## config.mk

```make
export PLATFORM = sky130hd
export DESIGN_NAME = mul_wide_seq
export DESIGN_NICKNAME = d
export VERILOG_FILES = /design/src/rtl/mul_wide_seq.sv
export SDC_FILE = /design/constraint.sdc
export NUM_CORES = 2
export LEC_CHECK = 0
export ABC_AREA = 1
export CORE_AREA = 4 4 376 267
export CTS_BUF_LIST = sky130_fd_sc_hd__clkbuf_4
export DETAILED_ROUTE_END_ITERATION = 8
export DIE_AREA = 0 0 380 271
export PLACE_DENSITY = 0.64
export SYNTH_ARGS = -nofsm -noshare
export SYNTH_HDL_FRONTEND = slang
export SYNTH_SLANG_ARGS = --single-unit
export TNS_END_PERCENT = 10
```

## constraint.sdc

```tcl
create_clock -name clk -period 12.95 [get_ports clk]
set_clock_uncertainty 0.05 [all_clocks]
set_input_delay 2.59 -clock clk [delete_from_list [all_inputs] [get_ports clk]]
set_output_delay 2.59 -clock clk [all_outputs]
set_load 0.01 [all_outputs]
```

## src/rtl/mul_wide_seq.sv

```systemverilog
// mul_wide_seq
//   Sequential wide-operand multiplier. Two NUM_LIMBS*17-bit unsigned operands
//   are split into 17-bit limbs. All NUM_LIMBS^2 limb products go through one
//   shared 17x17 multiplier, one product per cycle, and are shift-accumulated
//   into an exact 2*W-bit result. Valid/ready handshakes on input and output.
//
// Build option
//   MUL_WIDE_SEQ_PIPE_EN  registers the limb product together with its limb
//                         shift before it is accumulated, and adds one DRAIN
//                         cycle. This shortens the multiply-to-accumulate path.
//                         Results are identical in both builds.
//
// Ports
//   clk          clock, all state on the rising edge
//   rst_n        asynchronous reset, active low
//   i_in_valid   operand pair valid
//   o_in_ready   operands accepted (high only in IDLE)
//   i_in_a       multiplicand, W bits, unsigned
//   i_in_b       multiplier, W bits, unsigned
//   o_out_valid  result valid, held until accepted
//   i_out_ready  consumer accepts the result
//   o_out_c      product, 2*W bits
//   o_busy       high in any state other than IDLE
//
// States
//   S_IDLE  | waiting for operands, o_in_ready=1
//   S_MUL   | issuing one limb product per cycle, j inner, i outer
//   S_DRAIN | accumulating the last registered product (pipelined build only)
//   S_DONE  | o_out_valid=1, result held until i_out_ready
module mul_wide_seq #(
  parameter  int NUM_LIMBS = 4,
  localparam int W         = NUM_LIMBS * 17,
  localparam int CW        = 2 * W
) (
  input  logic          clk,
  input  logic          rst_n,
  input  logic          i_in_valid,
  output logic          o_in_ready,
  input  logic [W-1:0]  i_in_a,
  input  logic [W-1:0]  i_in_b,
  output logic          o_out_valid,
  input  logic          i_out_ready,
  output logic [CW-1:0] o_out_c,
  output logic          o_busy
);

  localparam int IW = $clog2(NUM_LIMBS);
  localparam logic [IW-1:0] LAST = IW'(NUM_LIMBS - 1);

  typedef enum logic [1:0] {
    S_IDLE  = 2'd0,
    S_MUL   = 2'd1,
    S_DRAIN = 2'd2,
    S_DONE  = 2'd3
  } state_t;

  state_t         r_state;
  logic [W-1:0]   r_a;
  logic [W-1:0]   r_b;
  logic [CW-1:0]  r_acc;
  logic [IW-1:0]  r_i;
  logic [IW-1:0]  r_j;
  logic           r_in_ready;
  logic           r_out_valid;
  logic           r_busy;

  logic [16:0]    w_a_limb;
  logic [16:0]    w_b_limb;
  logic [33:0]    w_p;
  logic [IW:0]    w_sum;
  logic [CW-1:0]  w_term;

  assign w_a_limb = r_a[int'(r_i) * 17 +: 17];
  assign w_b_limb = r_b[int'(r_j) * 17 +: 17];
  // The single shared 17x17 unsigned multiplier.
  assign w_p      = 34'(w_a_limb) * 34'(w_b_limb);
  assign w_sum    = {1'b0, r_i} + {1'b0, r_j};

`ifdef MUL_WIDE_SEQ_PIPE_EN
  logic [33:0]    r_p;
  logic [IW:0]    r_sh;
  // r_p is cleared on accept, so the first MUL cycle adds zero harmlessly.
  assign w_term = CW'(r_p) << (17 * int'(r_sh));
`else
  assign w_term = CW'(w_p) << (17 * int'(w_sum));
`endif

  always_ff @(posedge clk or negedge rst_n) begin
    if (!rst_n) begin
      r_state     <= S_IDLE;
      r_a         <= '0;
      r_b         <= '0;
      r_acc       <= '0;
      r_i         <= '0;
      r_j         <= '0;
      r_in_ready  <= 1'b1;
      r_out_valid <= 1'b0;
      r_busy      <= 1'b0;
`ifdef MUL_WIDE_SEQ_PIPE_EN
      r_p         <= '0;
      r_sh        <= '0;
`endif
    end else begin
      case (r_state)
        S_IDLE: begin
          if (i_in_valid) begin
            r_a        <= i_in_a;
            r_b        <= i_in_b;
            r_acc      <= '0;
            r_i        <= '0;
            r_j        <= '0;
            r_in_ready <= 1'b0;
            r_busy     <= 1'b1;
            r_state    <= S_MUL;
`ifdef MUL_WIDE_SEQ_PIPE_EN
            r_p        <= '0;
            r_sh       <= '0;
`endif
          end
        end

        S_MUL: begin
          r_acc <= r_acc + w_term;
`ifdef MUL_WIDE_SEQ_PIPE_EN
          r_p   <= w_p;
          r_sh  <= w_sum;
`endif
          if (r_j == LAST) begin
            r_j <= '0;
            if (r_i == LAST) begin
              r_i <= '0;
`ifdef MUL_WIDE_SEQ_PIPE_EN
              r_state     <= S_DRAIN;
`else
              r_state     <= S_DONE;
              r_out_valid <= 1'b1;
`endif
            end else begin
              r_i <= r_i + 1'b1;
            end
          end else begin
            r_j <= r_j + 1'b1;
          end
        end

        S_DRAIN: begin
          r_acc       <= r_acc + w_term;
          r_state     <= S_DONE;
          r_out_valid <= 1'b1;
        end

        S_DONE: begin
          if (i_out_ready) begin
            r_out_valid <= 1'b0;
            r_busy      <= 1'b0;
            // Raised here so it is seen the cycle after the output handshake.
            r_in_ready  <= 1'b1;
            r_state     <= S_IDLE;
          end
        end

        default: begin
          r_state     <= S_IDLE;
          r_in_ready  <= 1'b1;
          r_out_valid <= 1'b0;
          r_busy      <= 1'b0;
        end
      endcase
    end
  end

  assign o_in_ready  = r_in_ready;
  assign o_out_valid = r_out_valid;
  assign o_out_c     = r_acc;
  assign o_busy      = r_busy;

endmodule

```

---- Word level (Yosys, flattened, before mapping) ----
Cells that the tools add are included.
storage, ports and cells
  flip-flop bits (word level) ............. 281
  bits in latches ......................... 0
  RAM bits ................................ 0
  bits in read-only memories .............. 0
  input bits .............................. 140
  output and inout bits ................... 139
  logic and storage cells ................. 64
  memories ................................ 0
cells by class
  add/sub/neg operators ................... 4
  multipliers ............................. 4
  div/mod/pow operators ................... 0
  magnitude comparators ................... 0
  equality and inequality tests ........... 9
  shifts and indexed selects .............. 3
  muxes and demuxes ....................... 22
  bitwise logic cells ..................... 0
  reduce and logical (&&, ||, !) cells .... 13
operators with widths
  operator                                                                number
  136-bit case mux with 2 select lines                                    1
  136-bit adder                                                           1
  136-bit 2-to-1 mux                                                      1
  68-bit by 8-bit indexed part select with 17-bit output                  2
  34-bit by 8-bit left shift with 136-bit output                          1
  17-bit by 17-bit multiplier with 34-bit output                          1
  2-bit 2-to-1 mux                                                        8
  2-bit by 5-bit multiplier with 7-bit output (second input constant)     2
  2-bit equality test (second input constant)                             4
  5-bit by 3-bit multiplier with 8-bit output (first input constant)      1
  2-bit != test (second input constant)                                   4
  2-bit case mux with 2 select lines                                      2
  2-bit case mux with 4 select lines                                      1
  4-bit AND reduction                                                     2
  1-bit 2-to-1 mux                                                        6
  2-bit AND reduction                                                     3
  3-bit AND reduction                                                     2
  2-bit nonzero test                                                      3
  2-bit by 1-bit adder with 2-bit output (second input constant)          2
  1-bit case mux with 2 select lines                                      2
  2-bit by 2-bit adder with 3-bit output                                  1
  1-bit case mux with 3 select lines                                      1
  3-bit nonzero test                                                      1
  2-bit by 1-bit equality test with 1-bit output (second input constant)  1
  2 further kinds                                                         2

---- Logic depth before layout (Yosys ltp) ----
  depth after elaboration ................. 6
  mapped depth ............................ 59
  mapped depth without buffers ............ 57

---- Worst setup path after synthesis ----
OpenSTA, ideal clock, no wires.
  path type ............................... register -> register
  from .................................... reg r_i[0]
  to ...................................... reg r_acc[81] (netlist: o_out_c[81])
  library setup time ...................... 0.120 ns
  arrival ................................. 8.411 ns
  setup slack ............................. 4.369 ns
  cell stages (with the launch flop) ...... 49
  path buffers ............................ 2
  period minus slack after synthesis ...... 8.581 ns
  cells stage by stage .................... dfrtp_1 > buf_2 > clkinv_2 > clkbuf_1 > nand2_1 > a32oi_1 > inv_1 > nor2_1 > fa_1 > inv_1 > fa_1 > fa_1 > fa_1 > inv_1 > fa_1 > inv_1 > fa_1 > inv_1 > (+13 left out) > nand2_1 > nor2_1 > ha_1 > nand2_1 > nor2_1 > inv_1 > nor2_1 > inv_1 > nor2_1 > inv_1 > nor2_2 > inv_1 > nor4_4 > a21oi_2 > o21bai_1 > a21oi_1 > o21ai_1 > nand2_1
on the way
  cells in the longest elaborated chain, start to end .. 6
  elaborated cells on any way between the ends .. 8
ends and longest elaborated chain
  item                                                    RTL line  text
  start: declaration                                      61        logic [IW-1:0] r_i;
  start signal: assignment                                139       r_i <= r_i + 1'b1;
  2-bit by 5-bit multiplier with 7-bit output             73        assign w_a_limb = r_a[int'(r_i) * 17 +: 17];
  68-bit by 8-bit indexed part select with 17-bit output  73
  17-bit by 17-bit multiplier with 34-bit output          76        assign w_p = 34'(w_a_limb) * 34'(w_b_limb);
  34-bit by 8-bit left shift with 136-bit output *        85        assign w_term = CW'(w_p) << (17 * int'(w_sum));
  136-bit adder *                                         123, 147
  136-bit case mux with 2 select lines *                  104       case (r_state)
  end signal: assignment                                  123       r_acc <= r_acc + w_term;
  end signal: assignment                                  147       r_acc <= r_acc + w_term;
  end: declaration                                        60        logic [CW-1:0] r_acc;
Mark *: on every way between the ends. The rest lies on a longest branch, timed or not.
A chain may end at the register's enable or synchronous reset.

---- Worst setup path in the final report ----
  from .................................... reg r_j[1]
  to ...................................... reg r_acc[87] (netlist: o_out_c[87])
on the way
  cells in the longest elaborated chain, start to end .. 6
  elaborated cells on any way between the ends .. 8
ends and longest elaborated chain
  item                                                    RTL line  text
  start: declaration                                      62        logic [IW-1:0] r_j;
  start signal: assignment                                142       r_j <= r_j + 1'b1;
  2-bit by 5-bit multiplier with 7-bit output             74        assign w_b_limb = r_b[int'(r_j) * 17 +: 17];
  68-bit by 8-bit indexed part select with 17-bit output  74
  17-bit by 17-bit multiplier with 34-bit output          76
  34-bit by 8-bit left shift with 136-bit output *        85
  136-bit adder *                                         123, 147
  136-bit case mux with 2 select lines *                  104
Marks and branches as above.

==> impl_results.md <==
* Final setup fails at 0
* Minimum clock period at 12620 ps
* PnR worst setup slack at 330 ps
* DRT Pass-1 Iters at 9
* # hold bufs at CTS at 0
* Max Root-Sink Buffers at 3
* Total wire length at just over 200000 µm
* Max Cap Viol at 1
* Pre-CTS WS at 654 ps
* CP bufs+invs at 10
* Vias at between 40000 and 50000
* Slowest CP cell: a21oi_1
* CTS Root Cell: clkbuf_4
* Core area at just under 100000 µm²
* Slew Limit Fails at 4
* Largest net degree at the start of global routing at 107
* Top_reg_cell synth: dfrtp_1
* Top Family by Delay on Critical Path: adder cells
* Global Route Usage Sum at 0.381
* Crit Path Max Fanout at 18
* Share of the yosys chip area belonging to registers at 0.198
* Yosys top cell area share at 0.197
* Post-cts gate resize count at 0
* Hpwl dp at 170000 µm
* RSZ-0062 raised after global routing: no
* Worst Setup Start Kind: flip-flop
* Synth unique cells at 64
* Post-Syn Nets at ~6100
* Clk Latency, worst-skew pair at 1040 ps
* Worst Hold Class: reg2reg
* H-tree Lvls at 3
* Die W at ~380 µm
* Synth area leaders: dfrtp_1 (20%), nand2_1 (18%), fa_1 (13%)
* Setup crit end kind: flip-flop
* Fraction of the cycle the final worst path needs at 0.974
* Critical Path RT at 13840 ps
* WP data arrival at approximately 14000 ps
* Routed WL per cell at between 20 and 30 µm
* Most used cell, CP: nand2_1
* Post-route ant nets at 0
* Top Ports at approximately 280
* Finished Layout Cells at just over 7000
* Violated checks: capacitance limit, slew limit
* Most frequent cells in the layout: nand2_1 (1659), inv_1 (792), nor2_1 (713), a21oi_1 (417), o21ai_0 (289)
* Mean Syn Cell Area at about 6.4 µm²
* Die height at 271 µm
* Gate Count Post-Synth at roughly 5500
* Number of flops mapped to enable cells by yosys at 0
* Setup tns final at 0 ps
* Rel. slew slack at -0.0229
* Reg clk slew, reported paths at 60 ps
* Gr ovfl total at 0
* Initial antenna violation count at 15
* Starting Density at 0.367
* Fin nets at 6484
* Die footprint at a little over 100000 µm²
* Setup bufs post-CTS at 0
* Clock sink count at 281
* YS warnings at 0
* Actual slew at the worst max-slew pin at about 1500 ps
* Vias in the first global route at 37400
* P&R area growth vs syn at 16.5%
* Vias/cell at 5.65
* Hold Violations, Final at 0
* Row cnt at 96
* FF+latch count, synth at 281
* CP max stage delay at 950 ps
* First-pass GRT wire length at approximately 280000 µm
* FMAX at 79.2 MHz
* Status: complete, but fails checks
* Post-placement cell count at ~7000
* Layout cell share with drive strength beyond 1 at 0.0683
* Setup CP Type: reg2reg
* TritonCTS clock tree: done
* DRC viols at 0
* Initial DRC Count at roughly 6000
* Area leader, netlist: dfrtp_1
* Most common cell after layout, fill and taps aside: nand2_1
* Number of port buffers at 278
* TritonCTS Buffers at 83
* Async SR Flop Fraction at 1.00
* Mapped Area at 35600 µm²
* GPL Wtd Cong at 1.11
stage by stage:
step / util / hold WS (ps) / cell area [µm²]
floorplan: - / 399 / 35600
global placement: 0.417 / 414 / 40400
global route: 0.427 / 443 / 41500
CTS: 0.427 / 434 / 41500
detailed placement: 0.417 / 415 / 40400
finish: 0.427 / 431 / 41500
cells in the mapped netlist (38+ instances only):
library cell  number
nand2_1         1660
fa_1             226
ha_1             252
inv_1            795
nand3_1          217
o21ai_1           56
o21ai_0          290
o21bai_1          38
a21oi_1          417
clkbuf_1         115
nor2_1           714
dfrtp_1          280
routing by layer:
metal | track usage | share of wire | vias to the layer above
li1 | - | - | 18300
met1 | 0.610 | 0.49 | 19700
met2 | 0.445 | 0.34 | 2441
met3 | 0.178 | 0.16 | 218
met4 | 0.0628 | 0.017 | 18
met5 | 0.0181 | 0.0018 | -
state kept, by name, indices dropped and copies added (netlist names):
register     cells
r_state          2
o_busy           1
r_a             68
o_in_ready       1
r_i              2
o_out_valid      1
r_j              2
o_out_c        136
r_b             68
worst min-delay path: cells and delay by family, from the launching register on:
| family | cells | cell delay [ps] |
|---|---|---|
| flops | 1 | 340 |
| simple gates | 2 | 110 |
worst paths after layout:
| kind | from | to | slack, ps | depth (start not counted) |
|---|---|---|---|---|
| min in group asynchronous | rst_n | r_b[10] | 1620 | 1 |
| max in group asynchronous | rst_n | r_a[7] | 9610 | 2 |
| hold reg to reg | r_b[24] | r_b[24] | 430 | 2 |
| setup / recovery | r_j[1] | o_out_c[87] | 330 | 46 |
| setup reg to reg | r_j[1] | o_out_c[87] | 330 | 46 |
| hold / removal | r_b[24] | r_b[24] | 430 | 2 |
kinds of logic (layout without fill, tap and decap cells):
family	Yosys count	after routing	synth area share
compound gates	996	996	0.161
fa+ha+maj	478	478	0.216
other cells	0	6	0
simple gates	2746	2746	0.311
xor+xnor	29	29	0.00735
flops	281	281	0.198
mux	2	2	0.000562
buf+inv	991	1394	0.106
area by class of cell:
| class | instances | area (µm²) |
|---|---|---|
| fillers | 10500 | 55600 |
| multi-input cells | 4251 | 24800 |
| flip-flops and latches | 281 | 7030 |
| repair buffers | 418 | 3860 |
| inverters | 831 | 3130 |
| well taps | 1274 | 1590 |
| clock buffers | 115 | 863 |
| clock inverters | 30 | 161 |
| diodes | 6 | 15.0 |
Power is not shown: default switching activity piles up to over one toggle a cycle in this logic, so the estimate is an artifact.
